[config.mk]
export PLATFORM = sky130hd
export DESIGN_NAME = mem_port_arbiter_flat
export DESIGN_NICKNAME = d
export VERILOG_FILES = /design/src/rtl/mem_port_arbiter_if.sv /design/src/rtl/mem_port_arbiter.sv /design/src/flat_wrapper.sv
export SDC_FILE = /design/constraint.sdc
export NUM_CORES = 1
export LEC_CHECK = 0
export CAP_MARGIN = 20
export CORE_UTILIZATION = 42
export CTS_CLUSTER_SIZE = 8
export DETAILED_ROUTE_END_ITERATION = 10
export GPL_TIMING_DRIVEN = 0
export PLACE_DENSITY = 0.8
export SYNTH_ARGS = -nofsm -noshare
export SYNTH_HDL_FRONTEND = slang
export SYNTH_SLANG_ARGS = --single-unit
[constraint.sdc]
create_clock -name clk -period 1.75 [get_ports clk]
set_input_delay 0.35 -clock clk [delete_from_list [all_inputs] [get_ports clk]]
set_output_delay 0.35 -clock clk [all_outputs]
set_load 0.02 [all_outputs]
[src/rtl/mem_port_arbiter_if.sv]
// Bundle of the fetch port, data port and memory pins around mem_port_arbiter.
// slave = arbiter side, master = CPU/memory side.
interface mem_port_arbiter_if;
    logic        i_req;
    logic [15:0] i_addr;
    logic        i_gnt;
    logic        i_rvalid;
    logic [15:0] i_rdata;
    logic        d_req;
    logic        d_we;
    logic [15:0] d_addr;
    logic [15:0] d_wdata;
    logic        d_gnt;
    logic        d_rvalid;
    logic [15:0] d_rdata;
    logic        addr_err;
    logic [15:0] mem_address;
    logic [15:0] mem_data_in;
    logic        mem_write_en;
    logic [15:0] mem_data_out;

    modport slave (
        input  i_req, i_addr, d_req, d_we, d_addr, d_wdata, mem_data_out,
        output i_gnt, i_rvalid, i_rdata, d_gnt, d_rvalid, d_rdata, addr_err,
               mem_address, mem_data_in, mem_write_en
    );

    modport master (
        output i_req, i_addr, d_req, d_we, d_addr, d_wdata, mem_data_out,
        input  i_gnt, i_rvalid, i_rdata, d_gnt, d_rvalid, d_rdata, addr_err,
               mem_address, mem_data_in, mem_write_en
    );
endinterface

[src/rtl/mem_port_arbiter.sv]
// Fetch/data arbiter for the single-port unified memory; one access per 2 cycles.
// Define MEM_ARB_ROUND_ROBIN_EN for round-robin ties instead of data-first with starvation guard.
module mem_port_arbiter #(
    parameter int unsigned DEPTH        = 1000,
    parameter int unsigned STARVE_LIMIT = 4
) (
    input  logic               clk,
    input  logic               rst_n,
    mem_port_arbiter_if.slave  bus
);
    typedef enum logic {IDLE, ACCESS} state_t;

    localparam logic [15:0] DEPTH_W = 16'(DEPTH);

    state_t      state, state_nxt;
    logic        any_req, pick_d;
    logic [15:0] sel_addr;
    logic        sel_in_range, acc_in_range;
    logic        win_d, acc_we;

`ifdef MEM_ARB_ROUND_ROBIN_EN
    logic        last_d;
`else
    localparam logic [3:0] LIMIT = 4'(STARVE_LIMIT);
    logic [3:0]  starve_cnt;
    logic        starved;
`endif

    always_comb begin
        state_nxt = state;
        bus.i_gnt = 1'b0;
        bus.d_gnt = 1'b0;
        any_req   = bus.i_req | bus.d_req;
`ifdef MEM_ARB_ROUND_ROBIN_EN
        pick_d    = bus.d_req && (!bus.i_req || !last_d);
`else
        starved   = (starve_cnt >= LIMIT);
        pick_d    = bus.d_req && !(bus.i_req && starved);
`endif
        sel_addr     = pick_d ? bus.d_addr : bus.i_addr;
        sel_in_range = (sel_addr < DEPTH_W);
        acc_in_range = (bus.mem_address < DEPTH_W);
        case (state)
            IDLE: begin
                if (any_req) begin
                    bus.d_gnt = pick_d;
                    bus.i_gnt = !pick_d;
                    state_nxt = ACCESS;
                end
            end
            ACCESS:  state_nxt = IDLE;
            default: state_nxt = IDLE;
        endcase
    end

    always_ff @(posedge clk or negedge rst_n) begin
        if (!rst_n) state <= IDLE;
        else        state <= state_nxt;
    end

    always_ff @(posedge clk or negedge rst_n) begin
        if (!rst_n) begin
            bus.i_rvalid     <= 1'b0;
            bus.i_rdata      <= '0;
            bus.d_rvalid     <= 1'b0;
            bus.d_rdata      <= '0;
            bus.addr_err     <= 1'b0;
            bus.mem_address  <= '0;
            bus.mem_data_in  <= '0;
            bus.mem_write_en <= 1'b0;
            win_d            <= 1'b0;
            acc_we           <= 1'b0;
        end else begin
            bus.i_rvalid <= 1'b0;
            bus.d_rvalid <= 1'b0;
            bus.addr_err <= 1'b0;
            case (state)
                IDLE: begin
                    if (any_req) begin
                        bus.mem_address  <= sel_addr;
                        bus.mem_data_in  <= pick_d ? bus.d_wdata : 16'h0000;
                        // Out-of-range stores never reach the memory pins.
                        bus.mem_write_en <= pick_d & bus.d_we & sel_in_range;
                        win_d            <= pick_d;
                        acc_we           <= pick_d & bus.d_we;
                    end
                end
                ACCESS: begin
                    bus.mem_write_en <= 1'b0;
                    bus.addr_err     <= !acc_in_range;
                    if (win_d) begin
                        bus.d_rvalid <= 1'b1;
                        if (!acc_we)
                            bus.d_rdata <= acc_in_range ? bus.mem_data_out : 16'h0000;
                    end else begin
                        bus.i_rvalid <= 1'b1;
                        bus.i_rdata  <= acc_in_range ? bus.mem_data_out : 16'h0000;
                    end
                end
                default: ;
            endcase
        end
    end

`ifdef MEM_ARB_ROUND_ROBIN_EN
    // Reset value 0 means "fetch won last", so data takes the first tie.
    always_ff @(posedge clk or negedge rst_n) begin
        if (!rst_n)                     last_d <= 1'b0;
        else if (state == IDLE && any_req) last_d <= pick_d;
    end
`else
    always_ff @(posedge clk or negedge rst_n) begin
        if (!rst_n)                          starve_cnt <= '0;
        else if (!bus.i_req || bus.i_gnt)    starve_cnt <= '0;
        else if (state == IDLE && starve_cnt != 4'hF)
            starve_cnt <= starve_cnt + 4'd1;
    end
`endif
endmodule

[src/flat_wrapper.sv]
// flat-port wrapper written by rule: the top's interface ports become plain ports
module mem_port_arbiter_flat 
#(
    parameter int unsigned DEPTH        = 1000,
    parameter int unsigned STARVE_LIMIT = 4
)
  (clk, rst_n, bus_i_req, bus_i_addr, bus_d_req, bus_d_we, bus_d_addr, bus_d_wdata, bus_mem_data_out, bus_i_gnt, bus_i_rvalid, bus_i_rdata, bus_d_gnt, bus_d_rvalid, bus_d_rdata, bus_addr_err, bus_mem_address, bus_mem_data_in, bus_mem_write_en);
  mem_port_arbiter_if bus_i ();
  input  logic clk;
  input  logic rst_n;
  input wire logic [$bits(bus_i.i_req)-1:0] bus_i_req;
  input wire logic [$bits(bus_i.i_addr)-1:0] bus_i_addr;
  input wire logic [$bits(bus_i.d_req)-1:0] bus_d_req;
  input wire logic [$bits(bus_i.d_we)-1:0] bus_d_we;
  input wire logic [$bits(bus_i.d_addr)-1:0] bus_d_addr;
  input wire logic [$bits(bus_i.d_wdata)-1:0] bus_d_wdata;
  input wire logic [$bits(bus_i.mem_data_out)-1:0] bus_mem_data_out;
  output wire logic [$bits(bus_i.i_gnt)-1:0] bus_i_gnt;
  output wire logic [$bits(bus_i.i_rvalid)-1:0] bus_i_rvalid;
  output wire logic [$bits(bus_i.i_rdata)-1:0] bus_i_rdata;
  output wire logic [$bits(bus_i.d_gnt)-1:0] bus_d_gnt;
  output wire logic [$bits(bus_i.d_rvalid)-1:0] bus_d_rvalid;
  output wire logic [$bits(bus_i.d_rdata)-1:0] bus_d_rdata;
  output wire logic [$bits(bus_i.addr_err)-1:0] bus_addr_err;
  output wire logic [$bits(bus_i.mem_address)-1:0] bus_mem_address;
  output wire logic [$bits(bus_i.mem_data_in)-1:0] bus_mem_data_in;
  output wire logic [$bits(bus_i.mem_write_en)-1:0] bus_mem_write_en;
  assign bus_i.i_req = bus_i_req;
  assign bus_i.i_addr = bus_i_addr;
  assign bus_i.d_req = bus_d_req;
  assign bus_i.d_we = bus_d_we;
  assign bus_i.d_addr = bus_d_addr;
  assign bus_i.d_wdata = bus_d_wdata;
  assign bus_i.mem_data_out = bus_mem_data_out;
  assign bus_i_gnt = bus_i.i_gnt;
  assign bus_i_rvalid = bus_i.i_rvalid;
  assign bus_i_rdata = bus_i.i_rdata;
  assign bus_d_gnt = bus_i.d_gnt;
  assign bus_d_rvalid = bus_i.d_rvalid;
  assign bus_d_rdata = bus_i.d_rdata;
  assign bus_addr_err = bus_i.addr_err;
  assign bus_mem_address = bus_i.mem_address;
  assign bus_mem_data_in = bus_i.mem_data_in;
  assign bus_mem_write_en = bus_i.mem_write_en;
  mem_port_arbiter #(.DEPTH(DEPTH), .STARVE_LIMIT(STARVE_LIMIT)) u_core (.clk(clk), .rst_n(rst_n), .bus(bus_i));
endmodule
## Word level (Yosys, flattened, before mapping)

Index checks and enable logic that the tools add are counted.
W data, S select, Z words.

- Bits in registers: 75
- Bits of input ports: 69
- Output and inout port bits: 70
- Logic and storage cells: 54

- Add/subtract/negate cells: 1
- $lt $le $gt $ge: 3
- Equal/unequal tests: 2
- Muxes and demuxes: 18
- Bitwise gates (word level): 6
- Reduce and logical (&&, ||, !) cells: 12

Operators with widths:

| operator | count |
|---|---|
| $mux W16 | 3 |
| $lt A16 B10 Y1 const B | 2 |
| $mux W1 | 11 |
| $mux W4 | 2 |
| $add A4 B1 Y4 const B | 1 |
| $ge A4 B3 Y1 const B | 1 |
| $logic_not A1 Y1 | 4 |
| $ne A4 B4 Y1 const B | 1 |
| $pmux W1 S2 | 2 |
| $reduce_and A2 Y1 | 2 |
| $logic_and A1 B1 Y1 | 3 |
| $not A1 Y1 | 3 |
| $reduce_and A3 Y1 | 1 |
| $and A1 B1 Y1 | 2 |
| $ne A2 B1 Y1 const B | 1 |
| $reduce_bool A2 Y1 | 1 |
| $logic_or A1 B1 Y1 | 1 |
| $or A1 B1 Y1 | 1 |

## Longest topological paths before layout

Gate-level depths: netlist of run 1.

- Depth in word-level cells: 9
- Mapped depth: 6
- Depth with buffers taken out: 4

## Worst setup path after synthesis of run 1

OpenSTA, ideal clock, no wires.

- Path type: register to output
- From: register u_core.starve_cnt[2]
- To: output bus_d_gnt
- Data arrival time: 1,082 ps
- Required time: 1,400 ps
- Path slack: 318 ps
- Stages on the path, launching flop included: 4
- Buffers on the path: 1
- Cell sequence: dfrtp_1 > o21a_4 > nor2_2 > buf_4

- Cells in the longest elaborated chain, start to end: 6

Ends and longest elaborated chain:

| element | line | RTL |
|---|---|---|
| from (decl) | mem_port_arbiter.sv:25 | `logic [3:0] starve_cnt;` |
| from (signal assigned) | mem_port_arbiter.sv:116 | `starve_cnt <= starve_cnt + 4'd1;` |
| $ge A4 B3 Y1 | mem_port_arbiter.sv:37 | `starved = (starve_cnt >= LIMIT);` |
| $logic_and A1 B1 Y1 | mem_port_arbiter.sv:38 | `pick_d = bus.d_req && !(bus.i_req && starved);` |
| $logic_not A1 Y1 | mem_port_arbiter.sv:38 |  |
| $logic_and A1 B1 Y1 | mem_port_arbiter.sv:38 |  |
| $mux W1 | mem_port_arbiter.sv:45 | `if (any_req) begin` |
| $mux W1 | mem_port_arbiter.sv:43 | `case (state)` |
| to (decl) | flat_wrapper.sv:21 | `output wire logic [$bits(bus_i.d_gnt)-1:0] bus_d_gnt;` |

Every way passes these cells.

## Final worst setup path of run 1

Ends and elaborated chain as after synthesis.

==> results of run 1 <==
[flip-flops by register name, indices dropped and copies added (netlist names)]
register,flops
u_core.starve_cnt,4
u_core.state,1
u_core.bus.i_rvalid,1
u_core.bus.mem_data_in,16
u_core.bus.d_rdata,16
u_core.bus.d_rvalid,1
u_core.bus.addr_err,1
u_core.bus.mem_address,16
u_core.bus.mem_write_en,1
u_core.acc_we,1
u_core.bus.i_rdata,16
u_core.win_d,1
[through the flow]
stage            util  area (sq um)  hold slack [ns]
2_1_floorplan       -          3243          0.05441
3_3_place_gp   0.6443          4748           0.4611
3_5_place_dp   0.6477          4773           0.2170
4_1_cts        0.6924          5102           0.3932
5_1_grt        0.6935          5111           0.4075
6_report       0.6935          5111           0.3982
[area by class of cell]
cell class,instances,share of cell area
Multi-Input combinational cell,222,0.2472
Inverter,3,0.002203
Clock inverter,6,0.02203
Sequential cell,75,0.3672
Timing Repair Buffer,145,0.2847
Tap cell,99,0.02424
Buffer,24,0.02546
Clock buffer,10,0.02693
[synthesized netlist by cell type (2+ instances only)]
| master | instances | area share |
|---|---|---|
| buf_4 | 2 | 0.0046 |
| inv_1 | 2 | 0.0023 |
| o31ai_1 | 32 | 0.074 |
| a22o_1 | 11 | 0.030 |
| a21oi_1 | 14 | 0.022 |
| a31oi_1 | 13 | 0.025 |
| o21ai_0 | 21 | 0.032 |
| dfrtp_1 | 75 | 0.58 |
| and3_1 | 3 | 0.0058 |
| buf_2 | 16 | 0.025 |
| and2_1 | 5 | 0.0096 |
| clkbuf_1 | 5 | 0.0058 |
| nand2b_1 | 3 | 0.0058 |
| or4_1 | 2 | 0.0046 |
| nand2_1 | 80 | 0.093 |
| a221o_1 | 3 | 0.0093 |
| nor2_1 | 16 | 0.019 |
[cells in the final DEF (no fill, tap or decap), types with 2 or more instances in the layout]
master,instances
clkbuf_8,10
nand2_1,80
nand2b_1,2
inv_1,2
bufinv_16,3
and3_1,3
a31oi_1,13
a22o_1,11
dlymetal6s2s_1,3
dfrtp_1,75
clkinv_4,2
clkbuf_2,2
buf_6,2
clkdlybuf4s50_1,131
and2_1,5
clkbuf_1,4
a221o_1,3
or4_1,2
buf_2,15
o21ai_0,21
o31ai_1,32
buf_4,9
a21oi_1,14
nor2_1,16
[power by group]
part	leakage [uW]	total [uW]	internal (uW)	switching, uW
Clock	0.000126	1640	989	651
Sequential	0.000979	2010	1890	116
Combinational	0.00108	1180	573	605
[timing repair]
action                                  in CTS  in global routing
hold buffers                                 1                  0
hold endpoints to repair                    12                  0
pin swaps                                    1                  0
gates resized for setup                     18                  5
buffers inserted                             5                  0
endpoints found under the setup margin       2                  5
[routing by layer]
layer | share of wire | global-route usage | routed length (um)
met2 | 0.48 | 0.3731 | 4455
met3 | 0.080 | 0.05415 | 742
met4 | 0.018 | 0.1035 | 170
met1 | 0.42 | 0.3106 | 3880
met5 | 0 | 0 | 0
[cell families after synthesis]
kind of cell               share of synthesized area
AOI/OAI and AO/OA                             0.2234
and+or+nand+nor                               0.1539
adders and majority gates                   0.003857
buffers and inverters                        0.04012
DFF                                           0.5787
[worst max-delay path, delay by kind of cell, from the launching register on]
family                 cells  cell delay, ns
DFF                        1            0.44
and+or+nand+nor            1            0.10
buffers and inverters      2            0.24
AOI/OAI and AO/OA          1            0.27
[worst paths after layout]
check	start	end	slack, ns	cells past startpoint
min in group clk	u_core.bus.i_rdata[13]	u_core.bus.i_rdata[13]	0.48	2
max reg2reg	u_core.state	u_core.bus.d_rdata[9]	0.23	5
min reg2reg	u_core.bus.i_rdata[13]	u_core.bus.i_rdata[13]	0.48	2
max	u_core.starve_cnt[2]	bus_d_gnt	0.03	4
max in group asynchronous	rst_n	u_core.acc_we	0.78	3
min	rst_n	u_core.bus.d_rdata[4]	0.40	2
==> summary.md, run 1 <==
| Metric | Value |
|---|---|
| Outcome | `completed` |
| Slowest CP cell | `dfrtp_1` |
| CORE AREA | `7370 sq um` |
| Vias in the first global route | `3066` |
| CTS Buf Count | `9` |
| Total chip power | `4824 uW` |
| Final Max Tran Viols | `0` |
| Largest net degree at the start of global routing | `64` |
| Post-synthesis sequential area ratio | `0.5787` |
| Tightest Hold Check Type | `input port to async pin` |
| Pleak | `0.002188 uW` |
| Critical path endpoint category | `primary output` |
| Max rail drop VDD | `577.3 uV` |
| Final setup fails | `0` |
| Synth Area per Inst | `10.01 sq um` |
| Main synth FF type | `dfrtp_1` |
| Post-synth cell types | `38` |
| Die span in y | `89.88 um` |
| First-pass GRT wire length | `15.15 mm` |
| Cell row count | `31` |
| Routed len/inst | `15.84 um` |
| Setup crit start kind | `flop` |
| H-tree lvl count | `3` |
| Fillers | `563` |
| Cell Count, Final, Fillers Out | `584` |
| Final hold violation count | `0` |
| Dpl hpwl | `6.638 mm` |
| Clock transition at path regs | `0.08 ns` |
| Final min period | `1.724 ns` |
| CP cell instances | `o21a_4 > nor2_4 > buf_6 > buf_4` |
| CTS tree | `built` |
| Fmax | `580.1 MHz` |
| Worst skew pair latency | `0.34 ns` |
| EDFF count, synth | `0` |
| Unrepaired setup endpoints after global routing | `yes` |
| Max-cap violations | `0` |
| WL final | `9.249 mm` |
| Share of layout cells above drive strength 1 | `0.1072` |
| Syn nets | `394` |
| Multi-input gate area | `1264 sq um` |
| Final net count | `550` |
| Diodes inserted | `0` |
| Data arrival, critical path | `1.37 ns` |
| Die width | `89.88 um` |
| Vias post-DR | `3133` |
| Setup CP Type | `flop to primary output` |
| Clk_skew | `0.009555 ns` |
| Initial Utilization | `0.4401` |
| Vias per cell | `5.365` |
| Worst-Margin Slew | `0.5212 ns` |
| Layout area overhead | `57.60%` |
| Antenna viol nets, final | `0` |
| Post-Syn Area | `3243 sq um` |
| GR Overflow Total | `0` |
| Die Area | `8078 sq um` |
| Root buffer selected by CTS | `clkbuf_8` |
| CP max stage delay | `0.44 ns` |
| Synthesized instance count | `324` |
| Register area | `1877 sq um` |
| Post-synth ARST share | `1.000` |
| Synth Warn # | `0` |
| I/O Buffers | `138` |
| Setup TNS Final | `0 ns` |
| Clock Path Buffers | `2` |
| Placed insts | `562` |
| CTS Sinks | `75` |
| Initial antenna violation count | `0` |
| GRT Util Overall | `0.2355` |
| Gpl congestion | `0.8045` |
| I/O Pins | `139` |
| Period utilization | `0.9850` |
| Final setup margin | `0.02627 ns` |
| DR pass1 iterations | `5` |
| Initial DRC Count | `140` |
| CP Data Required Time | `1.40 ns` |
| DP Worst Slack | `-0.9518 ns` |
| # DRC | `0` |
| #FFs+latches synth | `75` |
| Slew Limit Headroom | `0.6525` |
| Pwr per Cell Area | `943.7 nW/um^2` |
| Worst Path Max Fanout | `7` |
Power figures use the tool's default switching activity.
==> inputs of run 2 (changes only) <==
Settings changed: CTS_CLUSTER_SIZE 8 to unset, PLACE_DENSITY 0.8 to 0.78.
==> run 2 against run 1 <==
Die area stayed put. Worst setup slack better by 0.023 ns. Highest routed layer unchanged. Sequential share of layout area is essentially flat. Non-clock buffer count increased by 3. Hold slack gained 0.078 ns. Global-route usage is 0.066 points higher. First-iteration DRC count grew 2.9%. Largest cell class unchanged. Sequential cell count did not move.
==> summary.md, run 2 (synthesized netlist as in run 1, its figures left out) <==
| Metric | Value |
|---|---|
| Buffers & Inverters on Critical Path | `1` |
| Fillers | `593` |
| Slowest CP cell | `clkdlybuf4s50_1` |
| Data arrival, critical path | `1.35 ns` |
| CTS Sinks | `75` |
| Worst skew pair latency | `0.34 ns` |
| Vias post-DR | `3077` |
| I/O Buffers | `138` |
| Die span in y | `89.88 um` |
| DR pass1 iterations | `4` |
| Initial antenna violation count | `0` |
| H-tree lvl count | `3` |
| Vias per cell | `5.242` |
| I/O Pins | `139` |
| Critical path endpoint category | `primary output` |
| Final net count | `553` |
| Register area | `1879 sq um` |
| Final min period | `1.700 ns` |
| Setup TNS Final | `0 ns` |
| Outcome | `completed` |
| Slew Limit Headroom | `0.6960` |
| First-pass GRT wire length | `15.26 mm` |
| Setup CP Type | `flop to primary output` |
| Pleak | `0.002177 uW` |
| CP cell instances | `clkdlybuf4s50_1` |
| CORE AREA | `7370 sq um` |
| Cell row count | `31` |
| Final hold violation count | `0` |
| Most frequent cells in the layout | `131 x clkdlybuf4s50_1, 80 x nand2_1, 73 x dfrtp_1` |
| Setup crit start kind | `flop` |
| WL final | `9.121 mm` |
| Clk_skew | `0.005939 ns` |
| Layout area overhead | `57.79%` |
| Die width | `89.88 um` |
| Max rail drop VDD | `515.0 uV` |
| Worst-Margin Slew | `0.4544 ns` |
| Dpl hpwl | `6.745 mm` |
| Share of layout cells above drive strength 1 | `0.1127` |
| Initial DRC Count | `144` |
| Gpl congestion | `0.8001` |
| Placed insts | `562` |
| GRT Util Overall | `0.2361` |
| Multi-input gate area | `1264 sq um` |
| Vias in the first global route | `3148` |
| Clock transition at path regs | `0.08 ns` |
| Commonest non-fill, non-tap cell in the layout | `clkdlybuf4s50_1` |
| Max-cap violations | `0` |
| CP Data Required Time | `1.40 ns` |
| CP max stage delay | `0.63 ns` |
| DP Worst Slack | `-1.022 ns` |
| Final setup margin | `0.04965 ns` |
| Clock Path Buffers | `2` |
| Antenna viol nets, final | `0` |
| Pwr per Cell Area | `915.2 nW/um^2` |
| CTS Buf Count | `9` |
| Root buffer selected by CTS | `clkbuf_8` |
| CTS tree | `built` |
| Die Area | `8078 sq um` |
| Cell Count, Final, Fillers Out | `587` |
| Final Max Tran Viols | `0` |
| Fmax | `588.1 MHz` |
| Initial Utilization | `0.4401` |
| Diodes inserted | `0` |
| Tightest Hold Check Type | `input port to async pin` |
| Worst Path Max Fanout | `3` |
| Family with the most delay on the worst path | `buffers and inverters` |
| Routed len/inst | `15.54 um` |
| Largest net degree at the start of global routing | `48` |
| Final setup fails | `0` |
| # DRC | `0` |
| Period utilization | `0.9716` |
| Unrepaired setup endpoints after global routing | `no` |
| GR Overflow Total | `0` |
## run 2: cell type report
class	instances	share of cell area
flip-flops and latches	75	0.3672
plain buffers	24	0.02518
inverters	3	0.002200
clock buffers	12	0.03032
clock inverters	4	0.01418
multi-input cells	222	0.2469
repair buffers	148	0.2897
well taps	99	0.02421
## run 2: path summary, 6_finish.rpt
check	cells after the start	slack, ns	end	from
setup / recovery	1	0.05	bus_mem_address[9]	u_core.bus.mem_address[9]
hold / removal	2	0.48	u_core.bus.d_rdata[4]	rst_n
setup reg to reg	4	0.19	u_core.bus.d_rdata[0]	u_core.bus.mem_address[12]
hold reg to reg	2	0.48	u_core.bus.d_rdata[12]	u_core.bus.d_rdata[12]
max in group asynchronous	3	0.71	u_core.bus.mem_data_in[1]	rst_n
min in group clk	2	0.48	u_core.bus.d_rdata[12]	u_core.bus.d_rdata[12]
## run 2: repair_timing
action                                 CTS  global route
hold buffers                             1             0
gates resized for setup                 21             5
pin swaps                                4             3
setup endpoints to repair                2             5
buffers inserted                         4             4
endpoints found under the hold margin   28             0
## run 2: through the flow
stage	power (uW)	hold WS, ns	utilization	cell area [sq um]
after global routing	4890	0.4975	0.6944	5117
after floorplan	2555	0.05441	-	3243
after detailed placement	3189	0.3109	0.6477	4773
final	4684	0.4763	0.6944	5117
after global placement	3165	0.4615	0.6443	4748
after CTS	4720	0.4831	0.6891	5079
## run 2: worst register-to-register path, cell delays in order (launching register included)
cell	delay (ns)
dfrtp_1	0.41
nor4_1	0.32
nand2_1	0.19
buf_2	0.23
o31ai_1	0.31
## run 2: layer usage
layer / vias up / global-route usage / routed length (um) / part of all wire
li1: 1472 / - / - / -
met1: 1466 / 0.3029 / 3896 / 0.43
met2: 132 / 0.3936 / 4421 / 0.48
met3: 7 / 0.07107 / 736 / 0.081
met4: 0 / 0.05645 / 68 / 0.0075
met5: - / 0 / 0 / 0
## run 2: report_power, final
| group | switching [uW] | internal, uW |
|---|---|---|
| clock network | 621 | 880 |
| registers | 109 | 1890 |
| logic | 610 | 575 |
==> RTL change: new RTL, flow settings as in run 1 <==
`DEPTH` is set to 1000 in 2 places; all go to 500.
--- a/src/rtl/mem_port_arbiter.sv
+++ b/src/rtl/mem_port_arbiter.sv
@@ -3,3 +3,3 @@
 module mem_port_arbiter #(
-    parameter int unsigned DEPTH        = 1000,
+    parameter int unsigned DEPTH        = 500,
     parameter int unsigned STARVE_LIMIT = 4
--- a/src/flat_wrapper.sv
+++ b/src/flat_wrapper.sv
@@ -3,3 +3,3 @@
 #(
-    parameter int unsigned DEPTH        = 1000,
+    parameter int unsigned DEPTH        = 500,
     parameter int unsigned STARVE_LIMIT = 4
Check against the original RTL: not equivalent (Yosys sat finds a counterexample within 4 cycles, from zero or initial values and one cycle with rst_n low).
==> RTL change against run 1 <==
- power shrank 7.0%
- design area increased by 3.1%
- sequential cell count unchanged
- wire length increased by 3.7%
- worst hold slack worse by 53 ps
- synthesized area increased by 7.7%
- worst setup slack lost 17 ps
- register-to-register slack lost 60 ps
==> RTL change: results (changes against run 1) <==
metric	value	unit	change
critPathMaxFanout	3		-4
placed_cells	573		+2.0%
dp_hpwl	7310	um	+10%
r2r-end	u_core.bus.mem_address[6]$_DFFE_PN0P_		
syn_nets	403		+2.3%
hold_class	input pin to flop		
drt_iter0_markers	122		-13%
fin_ws	9.00	ps	-17.3 ps
place_area	5020	um2	+5.1%
wl_met3	756	um	+1.9%
avgRoutedWirePerCell	16.1	um	+1.8%
ys_types	46		+21%
track_usage	23.4	%	-0.16 points
gp_congestion	0.885		+10%
nets	558		+1.5%
antenna_found_initial	0		unchanged
tightest_slew	436	ps	-85.4 ps
grt_pass1_vias	3107		+1.3%
synth_common_cells	nand2_1 (82), dfrtp_1 (75), o31ai_2 (29)		
drive_above_1_share	17.8	%	+7.1 points
dr.pass1.iters	4		-1
fin_hold_ws	345	ps	-53.3 ps
synth_area_per_cell	10.5	um2	+4.8%
fillerInstances	655		+16%
num_vias	3187		+1.7%
reg2reg_slack	170	ps	-60 ps
numPortBuffers	137		-0.72%
grt_pass1_wl	15600	um	+3.2%
status	completed		
ys_seq_area_share	53.7	%	-4.1 points
yosys-top-cells-area	dfrtp_1 (54%), o31ai_2 (10%), nand2_1 (8.8%)		
grt_max_degree	58		-9.4%
pre_cts_ws	-874	ps	+77.9 ps
ir_drop	0.000399	V	-31%
fin_skew	7.81	ps	-1.75 ps
wl_met1	3970	um	+2.2%
## RTL change: changes by cell type after synthesis, sizes merged, moves of 2 or more
cell,run 1,this run
a21oi,15,0
clkbuf,6,3
buf,18,23
and2,5,1
o311ai,0,2
nor2,17,19
nand3,0,15
nand4b,0,2
nand2,80,83
a221o,3,0
## RTL change: cell families (layout without fill, tap and decap cells)
family / Yosys count / in the layout / synth area share (%)
flip-flops: 75 / 75 / 53.7
adder cells (fa/ha/maj): 1 / 1 / 0.358
buffers and inverters: 29 / 189 / 5.09
AND/OR/NAND/NOR: 138 / 138 / 18.1
AO/OA/AOI/OAI: 90 / 90 / 22.7
## RTL change: cell type report
class / count / area (um2) / share of cell area (%)
repair buffers: 145 / 1450 / 27.6
clock buffers: 11 / 141 / 2.68
well taps: 102 / 128 / 2.42
plain buffers: 25 / 161 / 3.06
flip-flops and latches: 75 / 1880 / 35.6
multi-input cells: 229 / 1450 / 27.4
clock inverters: 5 / 52.6 / 0.997
inverters: 3 / 12.5 / 0.237
## RTL change: worst max-delay path, delay by kind of cell (launching register included)
| family | cells | cell delay [ps] |
|---|---|---|
| compound gates | 1 | 240 |
| flops | 1 | 400 |
| buf+inv | 2 | 250 |
| simple gates | 1 | 160 |
## RTL change: layer usage
metal  up-vias  GRT usage (%)
li1       1502              -
met1      1514           30.2
met2       154           38.5
met3        17           4.80
met4         0           9.10
met5         -              0
## RTL change: timing repair
item                                    4_1_cts  5_1_grt
hold endpoints to repair                     18        0
setup buffers                                 6        0
hold buffers                                  1        0
endpoints found under the setup margin        5        6
pin swaps                                     2        2
gates resized for setup                      15        5
## RTL change: power breakdown
group	total (W)	leakage, nW	switching, W	internal, W
clock network	0.00130	0.0991	0.000614	0.000691
registers	0.00200	0.978	0.000116	0.00188
logic	0.00118	1.16	0.000629	0.000554
